File: config.mk
export PLATFORM = sky130hd
export DESIGN_NAME = mem_copy_engine
export DESIGN_NICKNAME = d
export VERILOG_FILES = /design/src/rtl/mem_copy_engine_pkg.sv /design/src/rtl/mem_copy_engine.sv
export SDC_FILE = /design/constraint.sdc
export NUM_CORES = 1
export LEC_CHECK = 0
export CORE_ASPECT_RATIO = 1.25
export CORE_MARGIN = 4
export CORE_UTILIZATION = 54
export CTS_BUF_LIST = sky130_fd_sc_hd__clkbuf_4 sky130_fd_sc_hd__clkbuf_8
export DETAILED_ROUTE_END_ITERATION = 12
export HOLD_SLACK_MARGIN = 0.08
export PLACE_DENSITY = 0.88
export SETUP_SLACK_MARGIN = 0.3
export SLEW_MARGIN = 10
export SYNTH_ARGS = -nofsm -noshare
export SYNTH_HDL_FRONTEND = slang
export SYNTH_SLANG_ARGS = --single-unit
File: constraint.sdc
create_clock -name clk -period 2.54 [get_ports clk]
set_input_delay 0.381 -clock clk [delete_from_list [all_inputs] [get_ports clk]]
set_output_delay 0.381 -clock clk [all_outputs]
set_load 0.01 [all_outputs]
File: src/rtl/mem_copy_engine_pkg.sv
// Shared constants for the memory copy/fill engine and the 32x8 data memory it drives.
package mem_copy_engine_pkg;

  localparam int unsigned MEM_ADDR_W = 5;
  localparam int unsigned MEM_DATA_W = 8;

  typedef enum logic [1:0] {
    ST_IDLE  = 2'd0,
    ST_READ  = 2'd1,
    ST_WRITE = 2'd2,
    ST_DONE  = 2'd3
  } state_t;

  localparam logic MODE_COPY = 1'b0;
  localparam logic MODE_FILL = 1'b1;

endpackage

File: src/rtl/mem_copy_engine.sv
// Block copy / block fill sequencer driving the single-cycle data memory port.
module mem_copy_engine
  import mem_copy_engine_pkg::*;
#(
  parameter int unsigned ADDR_W = MEM_ADDR_W,
  parameter int unsigned DATA_W = MEM_DATA_W
) (
  input  logic              clk,
  input  logic              rst,
  input  logic              start,
  input  logic              mode,
  input  logic [ADDR_W-1:0] src,
  input  logic [ADDR_W-1:0] dst,
  input  logic [ADDR_W-1:0] len,
  input  logic [DATA_W-1:0] fill_val,
  output logic              busy,
  output logic              done,
  output logic [ADDR_W-1:0] count,
  output logic              mem_rd,
  output logic              mem_wr,
  output logic [ADDR_W-1:0] mem_addr,
  output logic [DATA_W-1:0] mem_wdata,
  input  logic [DATA_W-1:0] mem_rdata
);

  state_t              state_q,   state_nxt;
  logic                mode_q,    mode_nxt;
  logic [ADDR_W-1:0]   src_ptr_q, src_ptr_nxt;
  logic [ADDR_W-1:0]   dst_ptr_q, dst_ptr_nxt;
  logic [ADDR_W-1:0]   len_q,     len_nxt;
  logic [ADDR_W-1:0]   count_q,   count_nxt;
  logic [DATA_W-1:0]   fill_q,    fill_nxt;
  logic [DATA_W-1:0]   buf_q,     buf_nxt;

  // State and operand registers
  always_ff @(posedge clk) begin
    if (rst) begin
      state_q   <= ST_IDLE;
      mode_q    <= MODE_COPY;
      src_ptr_q <= '0;
      dst_ptr_q <= '0;
      len_q     <= '0;
      count_q   <= '0;
      fill_q    <= '0;
      buf_q     <= '0;
    end else begin
      state_q   <= state_nxt;
      mode_q    <= mode_nxt;
      src_ptr_q <= src_ptr_nxt;
      dst_ptr_q <= dst_ptr_nxt;
      len_q     <= len_nxt;
      count_q   <= count_nxt;
      fill_q    <= fill_nxt;
      buf_q     <= buf_nxt;
    end
  end

  // Next-state and operand update
  always_comb begin
    state_nxt   = state_q;
    mode_nxt    = mode_q;
    src_ptr_nxt = src_ptr_q;
    dst_ptr_nxt = dst_ptr_q;
    len_nxt     = len_q;
    count_nxt   = count_q;
    fill_nxt    = fill_q;
    buf_nxt     = buf_q;

    unique case (state_q)
      ST_IDLE: begin
        if (start) begin
          mode_nxt    = mode;
          src_ptr_nxt = src;
          dst_ptr_nxt = dst;
          len_nxt     = len;
          fill_nxt    = fill_val;
          count_nxt   = '0;
          if (len == '0)            state_nxt = ST_DONE;
          else if (mode == MODE_COPY) state_nxt = ST_READ;
          else                        state_nxt = ST_WRITE;
        end
      end
      ST_READ: begin
        buf_nxt   = mem_rdata;
        state_nxt = ST_WRITE;
      end
      ST_WRITE: begin
        count_nxt   = count_q + ADDR_W'(1);
        dst_ptr_nxt = dst_ptr_q + ADDR_W'(1);
        if (mode_q == MODE_COPY) src_ptr_nxt = src_ptr_q + ADDR_W'(1);
        // Pointers wrap modulo the address space by plain truncation
        if (count_nxt == len_q)       state_nxt = ST_DONE;
        else if (mode_q == MODE_COPY) state_nxt = ST_READ;
        else                          state_nxt = ST_WRITE;
      end
      ST_DONE: state_nxt = ST_IDLE;
      default: state_nxt = ST_IDLE;
    endcase
  end

  // Memory port decode; held quiet during reset so no write escapes
  always_comb begin
    mem_rd    = 1'b0;
    mem_wr    = 1'b0;
    mem_addr  = '0;
    mem_wdata = '0;
    if (!rst) begin
      case (state_q)
        ST_READ: begin
          mem_rd   = 1'b1;
          mem_addr = src_ptr_q;
        end
        ST_WRITE: begin
          mem_wr    = 1'b1;
          mem_addr  = dst_ptr_q;
          mem_wdata = (mode_q == MODE_FILL) ? fill_q : buf_q;
        end
        default: ;
      endcase
    end
  end

  assign busy  = (state_q == ST_READ) || (state_q == ST_WRITE);
  assign done  = (state_q == ST_DONE);
  assign count = count_q;

endmodule

======== Word-level counts from Yosys, hierarchy flattened ========
Index checks and enable logic that the tools add are counted.
W data, S select, Z words.
storage, ports and cells
  register bits ........................... 39
  bits of input ports ..................... 35
  word-level logic and storage cells ...... 46
cells by class
  add/sub/neg operators ................... 3
  equality and inequality tests ........... 6
  mux-type cells .......................... 22
  reductions and logical operators ........ 7
operator list
  kind                   count
  $pmux W5 S2            4
  $mux W5                5
  $mux W8                3
  $add A5 B1 Y5 const B  3
  $mux W2                5
  $pmux W2 S4            1
  $eq A5 B5 Y1           1
  $logic_not A5 Y1       1
  $eq A2 B2 Y1 const B   2
  $mux W1                4
  $ne A2 B2 Y1 const B   2
  $reduce_and A2 Y1      2
  $reduce_and A3 Y1      1
  $eq A2 B1 Y1 const B   1
  $logic_not A2 Y1       1
  $reduce_bool A2 Y1     1
  $logic_or A1 B1 Y1     1

======== Longest topological paths before layout ========
  depth in word-level cells ............... 4
  mapped depth ............................ 8
  depth with buffers taken out ............ 6

======== Worst setup path before layout ========
Ideal clock, no wire load.
  path type ............................... flip-flop to output port
  start ................................... register state_q[1]
  end ..................................... output mem_addr[4]
  arrival ................................. 1.308 ns
  slack ................................... 0.851 ns
  stages on the path, launching flop included .. 7
  cells stage by stage .................... dfxtp_1 -> inv_1 -> ha_1 -> clkbuf_1 -> buf_2 -> a22oi_1 -> nor2_1
on the way
  word-level cells in the longest chain between the ends .. 3
  elaborated cells between the ends (all ways) .. 4
  classes of those cells .................. eq/ne (2); mux (2)
RTL lines
  what                                          line                    RTL
  start, declared                               mem_copy_engine.sv:26   state_t state_q, state_nxt;
  start signal, assigned                        mem_copy_engine.sv:47   state_q <= state_nxt;
  $eq A2 B2 Y1 or $eq A2 B1 Y1 (tied branches)  mem_copy_engine.sv:108  case (state_q)
  $pmux W5 S2 *                                 mem_copy_engine.sv:108
  $mux W5 *                                     mem_copy_engine.sv:107  if (!rst) begin
  end, declared                                 mem_copy_engine.sv:21   output logic [ADDR_W-1:0] mem_addr,
Mark *: on every way between the ends. The rest lies on a longest branch, timed or not.

======== Final worst setup path ========
  start ................................... register state_q[1]
  end ..................................... output mem_addr[2]
Same word-level chain as after synthesis.

==> results.md <==
- Critical Path AT: approximately 1800 ps
- Die height: around 80 um
- Post-route cell area: roughly 2900 um2
- Startpoint Class: register
- Initial antenna violation count: 0
- Row cnt: 25
- Net Switching: roughly 0.63 mW
- # nets final: 357
- DRC: 0
- Vias in the first global route: 1928
- Hold_ws: 457 ps
- Met2 usage: a little under two fifths
- Initial DRC Count: 169
- Synthesized instance count: 262
- DR vias: 2032
- Initial Utilization: 56.0%
- Ys async rst share: 0%
- Post-CTS Setup Repair Bufs: 0
- Fin. max-slew vios: 0
- Area grow syn2layout: 35.4%
- Setup TNS: 0 ps
- CTS clk-pin slew, worst paths: 80 ps
- Crit path max fanout: 7
- Die ar.: 5000 um2
- Net Count, Synth: 304
- Power share of the combinational group: 32.1%
- Min-delay worst type: reg -> reg
- GRT overflow: 0
- Clock root buffer: clkbuf_8
- CTS tree: built
- Relative slew slack: around 73%
- Mapped cell area: roughly 2100 um2
- Worst-Margin Slew: 398 ps
- PnR worst setup slack: 386 ps
- Fin. Hold Viols: 0
- Core Util, Final: 75.9%
- Via density: 5.49
- Cell accounting for the most synthesized area: dfxtp_1
- Sequential power share: 39.8%
- All-Layer GR Usage: 21.6%
- Die Wd: 64.1 um
- Ant diodes: 0
- Worst VDD drop: between 400 and 500 uV
- DP HPWL: about 3700 um
- Worst setup path class: reg -> out
- Num ports: 57
- Worst Setup End Kind: output pin
- Internal power: 1.31 mW
- Antenna-violating nets left: 0
- Drt pass-1 iters: 4
- Ranking of synthesized cells by area: dfxtp_1 (37%), mux2i_1 (9.0%), nand2_1 (6.9%), a21oi_1 (6.4%), nor2_1 (5.0%)
- CTS Buf Count: 5
- Yosys warning total: 0
- M1 GR Usage: 25.4%
- Met3 usage: between 5 and 6%
- Hold Buf Count CTS: 0
- Post-synth EDFFs: 0
- Fmax: ~460 MHz
- Port bufs: between 50 and 60
- Switching Share: 32.6%
- Core Region: 3780 um2
- Post-Place Worst Slack: 280 ps
- Post-synthesis cell type count: 44
- Clock network power share: about 28%
- Post-synthesis sequential area ratio: between 30% and 40%
- Synthesized area per cell: 8.09 um2
- #FFs+latches synth: 39
- Area after DPL: 2700 um2
- First-pass GRT wire length: 8720 um
- Layout fillers: between 200 and 300
- Max clock buf depth: 2
- Final setup viols: 0
- Final critical-path required period: 2150 ps
- WL final: 5390 um
- Post-synth top cells: dfxtp_1 (39), nand2_1 (39), nor2_1 (28)
- Drt wl/cell: 14.6 um
- Global route hottest layer: met2
- Setup repair after global routing missed its margin: no
- Top-area cell type share of the netlist area: ~37%
- Number of max-cap violations: 0
- Leak: between 1 and 1.5 nW
- Data required time of the critical path: 2160 ps
- Num Clock Sinks: 39
- Share of cells above drive strength 1: 10.4%
- Primary FF master, synth: dfxtp_1
- Largest net degree at the start of global routing: 37
- Status: finished clean
- GPL Wtd Cong: ~0.86
- Crit share post-route: 84.8%
- Layout Skew: a little over 7 ps
- H-tree depth: 2
- Pwr per Cell Area: 677 nW/um2
- Clock Latency Late Sink: between 200 and 300 ps
-- path summary, 6_finish.rpt --
check	start	slack, ps	endpoint	cells past startpoint
setup / recovery	state_q[1]$_SDFFE_PP0P_	390	mem_addr[2]	5
hold / removal	fill_q[3]$_SDFFE_PP0P_	460	fill_q[3]$_SDFFE_PP0P_	2
setup reg to reg	state_q[0]$_SDFFE_PP0P_	520	src_ptr_q[0]$_SDFFE_PP0P_	7
hold reg to reg	fill_q[3]$_SDFFE_PP0P_	460	fill_q[3]$_SDFFE_PP0P_	2
-- power groups by stage --
stage	registers [mW]	clock network [mW]	logic, mW
5_1_grt	0.783	0.572	0.685
2_1_floorplan	0.754	0	0.415
3_5_place_dp	0.780	0	0.575
3_3_place_gp	0.775	0	0.562
4_1_cts	0.769	0.541	0.615
6_report	0.773	0.545	0.625
-- state kept, by name, indices dropped and copies added (netlist names) --
register	flops
dst_ptr_q	5
src_ptr_q	5
count	5
mode_q	1
state_q	2
fill_q	8
buf_q	8
len_q	5
-- logic make-up (layout without fill, tap and decap cells) --
| kind of cell | count (synthesis) | count (layout) | synth area share [%] |
|---|---|---|---|
| AOI/OAI and AO/OA | 61 | 61 | 17.5 |
| xor gates and xnor gates | 6 | 6 | 2.48 |
| adders and majority gates | 7 | 7 | 4.13 |
| buffers and inverters | 23 | 77 | 6.49 |
| DFF | 39 | 39 | 36.8 |
| muxes | 19 | 19 | 8.97 |
| and+or+nand+nor | 107 | 107 | 23.6 |
-- cells in the final DEF, fill, tap and decap left out, types with 2 or more instances in the layout --
cell              n
ha_4              2
o2bb2ai_1         2
dfxtp_1          36
nor2_1           28
or2_2             2
xor2_1            2
dfxtp_2           2
a21o_1            3
clkdlybuf4s50_1  52
a22oi_1           6
and2_1            5
buf_4             8
inv_1             3
mux2i_1          19
dlymetal6s2s_1    4
xnor2_1           4
o21ai_0          12
nand2b_4          2
clkbuf_8          6
ha_1              4
nor2b_1           5
nand3_1           7
a21oi_1          27
a211oi_1          2
nand2_1          39
nand2b_1          4
nor3_1            7
-- stage by stage --
stage | instances | total power [mW]
final | 370 | 1.94
after global routing | 370 | 2.04
after CTS | 370 | 1.93
after detailed placement | 362 | 1.35
after global placement | 362 | 1.34
after floorplan | 262 | 1.17
-- cell type report --
cell class / instances / area (um2) / area share (%)
Timing Repair Buffer: 64 / 631 / 22.0
Inverter: 5 / 23.8 / 0.828
Sequential cell: 39 / 787 / 27.4
Clock buffer: 6 / 82.6 / 2.88
Clock inverter: 2 / 35.0 / 1.22
Multi-Input combinational cell: 200 / 1240 / 43.4
Tap cell: 54 / 67.6 / 2.35
-- repair_timing --
| action | in CTS | in global routing |
|---|---|---|
| gates cloned | 0 | 0 |
| resized for setup | 9 | 7 |
| endpoints found under the setup margin | 14 | 13 |
-- worst max-delay path, stage by stage (launching register included) --
cell,delay (ps)
dfxtp_4,370
inv_1,110
ha_2,270
a22oi_1,110
nor2_1,90
clkdlybuf4s50_1,530
-- routing by layer --
layer / vias to the layer above / routed length (um)
li1: 1011 / -
met1: 941 / 2230
met2: 71 / 2690
met3: 9 / 380
met4: 0 / 82
met5: - / 0
Power figures use the tool's default switching activity.
